`config.mk`:
```
export PLATFORM = sky130hd
export DESIGN_NAME = irq_svc_master
export DESIGN_NICKNAME = d
export VERILOG_FILES = /design/src/rtl/irq_svc_master.sv
export SDC_FILE = /design/constraint.sdc
export NUM_CORES = 1
export LEC_CHECK = 0
export ABC_AREA = 1
export CAP_MARGIN = 30
export CORE_MARGIN = 2
export CORE_UTILIZATION = 63
export CTS_CLUSTER_DIAMETER = 200
export DETAILED_ROUTE_END_ITERATION = 6
export DONT_BUFFER_PORTS = 1
export MAX_ROUTING_LAYER = met4
export PLACE_DENSITY = 0.79
export SLEW_MARGIN = 10
export SYNTH_ARGS = -nofsm -noshare
export SYNTH_HDL_FRONTEND = slang
export SYNTH_SLANG_ARGS = --single-unit
```
`constraint.sdc`:
```
create_clock -name clk_i -period 1.8 [get_ports clk_i]
set_input_delay 0.27 -clock clk_i [delete_from_list [all_inputs] [get_ports clk_i]]
set_output_delay 0.27 -clock clk_i [all_outputs]
set_load 0.005 [all_outputs]
```
`src/rtl/irq_svc_master.sv`:
```
// Wishbone master servicing a timer/interrupt slave: load counter, wait for irq, read status, clear, repeat.
// All outputs registered; each bus access is single-beat with an abort after TIMEOUT unacknowledged strobe cycles.
module irq_svc_master #(
  parameter int TIMEOUT = 16
) (
  input  logic       clk_i,
  input  logic       rst_i,
  input  logic       start_i,
  input  logic [7:0] period_i,
  input  logic [7:0] count_i,
  output logic       wb_adr_o,
  output logic [7:0] wb_dat_o,
  output logic       wb_we_o,
  output logic       wb_cyc_o,
  output logic       wb_stb_o,
  input  logic [7:0] wb_dat_i,
  input  logic       wb_ack_i,
  input  logic       irq_i,
  output logic       busy_o,
  output logic       done_o,
  output logic       err_o,
  output logic [7:0] irq_cnt_o
);

  typedef enum logic [2:0] {IDLE, LOAD, WAIT_IRQ, READ, CLEAR, DONE, ERR} state_t;

  localparam logic [7:0] TO_LAST = 8'(TIMEOUT - 1);

  state_t     r_state, w_state;
  logic       r_adr, w_adr;
  logic [7:0] r_dat, w_dat;
  logic       r_we, w_we;
  logic       r_cyc, w_cyc;
  logic       r_stb, w_stb;
  logic       r_busy, w_busy;
  logic       r_done, w_done;
  logic       r_err, w_err;
  logic [7:0] r_cnt, w_cnt;
  logic [7:0] r_to, w_to;
  logic [7:0] r_period, w_period;
  logic [7:0] r_count, w_count;
  logic [7:0] w_cnt_inc;
  logic       w_unused;

  // Only the pending bit of the status register matters.
  assign w_unused  = ^wb_dat_i[7:1];
  assign w_cnt_inc = r_cnt + 8'd1;

  always_comb begin
    w_state  = r_state;
    w_adr    = r_adr;
    w_dat    = r_dat;
    w_we     = r_we;
    w_cyc    = r_cyc;
    w_stb    = r_stb;
    w_busy   = r_busy;
    w_done   = 1'b0;
    w_err    = r_err;
    w_cnt    = r_cnt;
    w_to     = r_to;
    w_period = r_period;
    w_count  = r_count;
    case (r_state)
      IDLE: begin
        w_busy = 1'b0;
        if (start_i) begin
          w_period = period_i;
          w_count  = count_i;
          w_err    = 1'b0;
          w_cnt    = 8'd0;
          if (period_i == 8'd0) begin
            w_state = ERR;
            w_err   = 1'b1;
          end else if (count_i == 8'd0) begin
            w_state = DONE;
            w_done  = 1'b1;
          end else begin
            w_state = LOAD;
            w_busy  = 1'b1;
            w_cyc   = 1'b1;
            w_stb   = 1'b1;
            w_adr   = 1'b0;
            w_we    = 1'b1;
            w_dat   = period_i;
            w_to    = 8'd0;
          end
        end
      end
      WAIT_IRQ: begin
        if (irq_i) begin
          w_state = READ;
          w_cyc   = 1'b1;
          w_stb   = 1'b1;
          w_adr   = 1'b1;
          w_we    = 1'b0;
          w_dat   = 8'h00;
          w_to    = 8'd0;
        end
      end
      LOAD, READ, CLEAR: begin
        // Strobe low on entry here means the mandatory idle cycle after the previous ack.
        if (!r_stb) begin
          w_cyc = 1'b1;
          w_stb = 1'b1;
          w_to  = 8'd0;
          w_adr = (r_state != LOAD);
          w_we  = (r_state != READ);
          w_dat = (r_state == LOAD) ? r_period : 8'h00;
        end else if (wb_ack_i) begin
          w_cyc = 1'b0;
          w_stb = 1'b0;
          case (r_state)
            LOAD:    w_state = WAIT_IRQ;
            READ:    w_state = wb_dat_i[0] ? CLEAR : WAIT_IRQ;
            default: begin
              w_cnt = w_cnt_inc;
              if (w_cnt_inc == r_count) begin
                w_state = DONE;
                w_done  = 1'b1;
                w_busy  = 1'b0;
              end else begin
                w_state = LOAD;
              end
            end
          endcase
        end else if (r_to == TO_LAST) begin
          w_state = ERR;
          w_cyc   = 1'b0;
          w_stb   = 1'b0;
          w_err   = 1'b1;
          w_busy  = 1'b0;
        end else begin
          w_to = r_to + 8'd1;
        end
      end
      DONE:    w_state = IDLE;
      ERR:     w_state = IDLE;
      default: w_state = IDLE;
    endcase
  end

  always_ff @(posedge clk_i) begin
    if (rst_i) begin
      r_state  <= IDLE;
      r_adr    <= 1'b0;
      r_dat    <= 8'h00;
      r_we     <= 1'b0;
      r_cyc    <= 1'b0;
      r_stb    <= 1'b0;
      r_busy   <= 1'b0;
      r_done   <= 1'b0;
      r_err    <= 1'b0;
      r_cnt    <= 8'd0;
      r_to     <= 8'd0;
      r_period <= 8'd0;
      r_count  <= 8'd0;
    end else begin
      r_state  <= w_state;
      r_adr    <= w_adr;
      r_dat    <= w_dat;
      r_we     <= w_we;
      r_cyc    <= w_cyc;
      r_stb    <= w_stb;
      r_busy   <= w_busy;
      r_done   <= w_done;
      r_err    <= w_err;
      r_cnt    <= w_cnt;
      r_to     <= w_to;
      r_period <= w_period;
      r_count  <= w_count;
    end
  end

  assign wb_adr_o  = r_adr;
  assign wb_dat_o  = r_dat;
  assign wb_we_o   = r_we;
  assign wb_cyc_o  = r_cyc;
  assign wb_stb_o  = r_stb;
  assign busy_o    = r_busy;
  assign done_o    = r_done;
  assign err_o     = r_err;
  assign irq_cnt_o = r_cnt;

endmodule

```
==> flow_summary_export.csv <==
group,metric,value,unit
layout,drive_gt1_share,16.9,%
layout,regArea,1020,sq um
yosys,yosysWarnings,0,
timing,setup_violations,0,
routing,drt-total-wl,6060,microns
worst_setup_path,crit_top_cell,"nor2_1",
min_path,whs_endpoint,"wb_we_o$_SDFFE_PP0P_",
yosys,syn-num-nets,434,
die,die_h,69.0,microns
timing,max_freq,581,MHz
timing,skew,0.0114,ns
clock_tree,cts_inserted_buffers,5,
clock_tree,htreeDepth,2,
timing,rsz0062_at_grt,"yes",
global_route,antenna_found_initial,0,
power,p_leak,1.26,nW
layout,multiInputGateArea,1430,sq um
timing,whs,0.0143,ns
layout,final_cell_mix,"79 x nand2_1, 58 x inv_1, 51 x nor2_1, 43 x dfxtp_1, 37 x a21oi_1",
global_route,grt_pass1_vias,2281,
layout,fin_util,75.3,%
die,die_area,4750,sq um
clock_tree,cts_root_buf,"clkbuf_8",
layout,syn2layout_area_growth,14.1,%
min_path,hold_path.class,"in -> reg",
global_route,grt_pass1_wl,9690,microns
placement,gp_congestion,0.889,
power,irDropWorstVdd,0.000713,V
timing,fin_setup_tns,0,ns
die,start_util,66.0,%
power,p_per_area,1400,nW/um^2
worst_setup_path,reg2reg_from,"r_state[0]$_SDFFE_PP0P_",
clock_tree,clk_path_buf_depth,2,
worst_setup_path,crit_path_start_kind,"flop",
timing,slew_headroom,78.4,%
yosys,synth.avg_cell_area,6.59,sq um
yosys,ys_seq_area_share,37.7,%
worst_setup_path,reg2regPathDepth,9,
worst_setup_path,cp_top_family,"simple AND/OR/NAND/NOR gates",
worst_setup_path,timing.critical_path.buf_inv,1,
worst_setup_path,end_kind,"flop",
worst_setup_path,cp_slowest_cell,"dfxtp_2",
min_path,hp-start,"rst_i",
timing,hold_violations,0,
die,ios,52,
worst_setup_path,timing.rr.end,"irq_cnt_o[1]$_SDFFE_PP0P_",
worst_setup_path,slowest_delay,0.41,ns
layout,fill_cells,326,
clock_tree,clock_latency,0.31,ns
worst_setup_path,rrSetupSlack,0.08,ns
routing,drtIter0Drc,149,
global_route,grt_overflow,0,
worst_setup_path,cp_cell_sequence,"nor2_1 > nor2_2 > nor2_4 > inv_4 > nor2_1 > nor3_1 > nand2_1 > a22oi_1 > nor2_1",
yosys,synth-seq-cells,50,
timing,tightest_slew,0.323,ns
clock_tree,clkSinkCount,50,
worst_setup_path,worst_ep_required_time,2.00,ns
min_path,holdPathStages,1,
yosys,synth_area,2660,sq um
routing,firstDrtPassIters,4,
die,die_w,69.0,microns
routing,vias,2528,
routing,vias_per_cell,5.32,
flow_run,max-cap-violations,0,
layout,fin_nets,455,
placement,placed_area,2830,sq um
placement,port-buffer-count,0,
placement,hpwl,4470,microns
outcome,status,"finished clean",
timing,period_needed,1.72,ns
routing,drc,0,
routing,post_drt_wl_per_cell,12.8,microns
worst_setup_path,critPathArrivalTime,1.92,ns
global_route,track_usage,28.2,%
layout,fin_area,3030,sq um
clock_tree,path_clk_slew,0.10,ns
die,rows,23,
timing,fin_crit_sh,95.5,%
yosys,yosysUniqueCellTypes,33,
worst_setup_path,worst-path-max-fanout,10,
timing,finalMaxSlewViolations,0,
routing,drtAntennaViolNets,0,
global_route,grt_max_degree,31,
layout,final_common_cell,"nand2_1",
clock_tree,cts_tree,"done",
yosys,synthCells,403,
die,core,4030,sq um
worst_setup_path,crit_type,"reg -> reg",
layout,antenna_cells,0,
## power by group
part           total (W)  leakage, nW  switching, W  internal, W
combinational    0.00193        0.796       0.00123     0.000702
sequential       0.00162        0.415      0.000208      0.00141
clock           0.000705       0.0514      0.000388     0.000317
## metrics by stage
stage               power, W  instances  setup slack [ns]
finish               0.00425        475            0.0802
global route         0.00458        475           -0.0174
CTS                  0.00419        473          0.000759
detailed placement   0.00347        465          -0.00733
global placement     0.00344        465            0.0285
floorplan            0.00306        403             0.167
## area by class of cell
cell class              instances  area share, %
clock inverters                 2          0.578
well taps                      50           2.06
multi-input cells             281           47.1
flip-flops and latches         50           33.6
clock buffers                   6           2.72
repair buffers                 25           6.27
inverters                      61           7.63
## registers in the layout (all words and copies together), names as in the netlist
signal / cells
irq_cnt_o: 8
wb_we_o: 1
done_o: 1
wb_adr_o: 1
err_o: 1
busy_o: 1
r_count: 8
wb_stb_o: 1
r_to: 8
wb_dat_o: 8
wb_cyc_o: 1
r_state: 3
r_period: 8
## synthesized netlist by cell type, drive strengths merged
master	count	share of area (%)
o21ai	29	5.5
nand3	25	4.7
ha	2	0.94
buf	4	1.5
xnor2	1	0.33
o211a	1	0.38
a211oi	2	0.75
clkbuf	7	0.99
a31oi	1	0.24
nand4	5	1.2
nand2	86	12
xor2	3	0.99
o21bai	1	0.28
or2	1	0.33
o21a	1	0.28
inv	61	8.7
o211ai	1	0.28
nor3	9	2.3
o22ai	9	2.1
a22oi	1	0.28
dfxtp	50	38
nor2	66	11
a21oi	37	7.0
## worst max-delay path by stage
stage,cells past startpoint,start,slack [ns],end
after floorplan,11,r_state[2]$_SDFFE_PP0P_,0.17,wb_cyc_o$_SDFFE_PP0P_
after global placement,12,irq_cnt_o[0]$_SDFFE_PP0P_,0.03,busy_o$_SDFFE_PP0P_
after detailed placement,12,irq_cnt_o[0]$_SDFFE_PP0P_,-0.007,busy_o$_SDFFE_PP0P_
after CTS,12,irq_cnt_o[1]$_SDFFE_PP0P_,0.0008,busy_o$_SDFFE_PP0P_
after global routing,14,irq_cnt_o[0]$_SDFFE_PP0P_,-0.02,busy_o$_SDFFE_PP0P_
final,9,r_state[0]$_SDFFE_PP0P_,0.08,irq_cnt_o[1]$_SDFFE_PP0P_
## layer usage
| metal | share of wire [%] | global-route usage (%) |
|---|---|---|
| met2 | 46 | 44.5 |
| met5 | 0 | - |
| met4 | 1.3 | 8.82 |
| met1 | 47 | 35.9 |
| met3 | 6.2 | 6.66 |
## logic make-up (layout without fill, tap and decap cells)
logic type,after synthesis,in the layout,share of synthesized area [%]
flops,50,50,37.7
fa+ha+maj,2,2,0.941
simple gates,192,192,31.9
buf+inv,72,94,11.2
compound gates,83,83,17.0
xor+xnor,4,4,1.32
## worst register-to-register path, cell delays in order, from the launching register on
cell	delay [ns]
dfxtp_2	0.41
nor2_1	0.09
nor2_2	0.20
nor2_4	0.06
inv_4	0.12
nor2_1	0.08
nor3_1	0.13
nand2_1	0.24
a22oi_1	0.24
nor2_1	0.06
## what timing repair did
item / in CTS / in global routing
setup buffers: 0 / 1
cloned: 0 / 0
endpoints found under the hold margin: 0 / 2
pin swaps: 1 / 4
hold buffers: 0 / 1
endpoints found under the setup margin: 4 / 20
gates resized for setup: 6 / 25
Power figures use the tool's default switching activity.
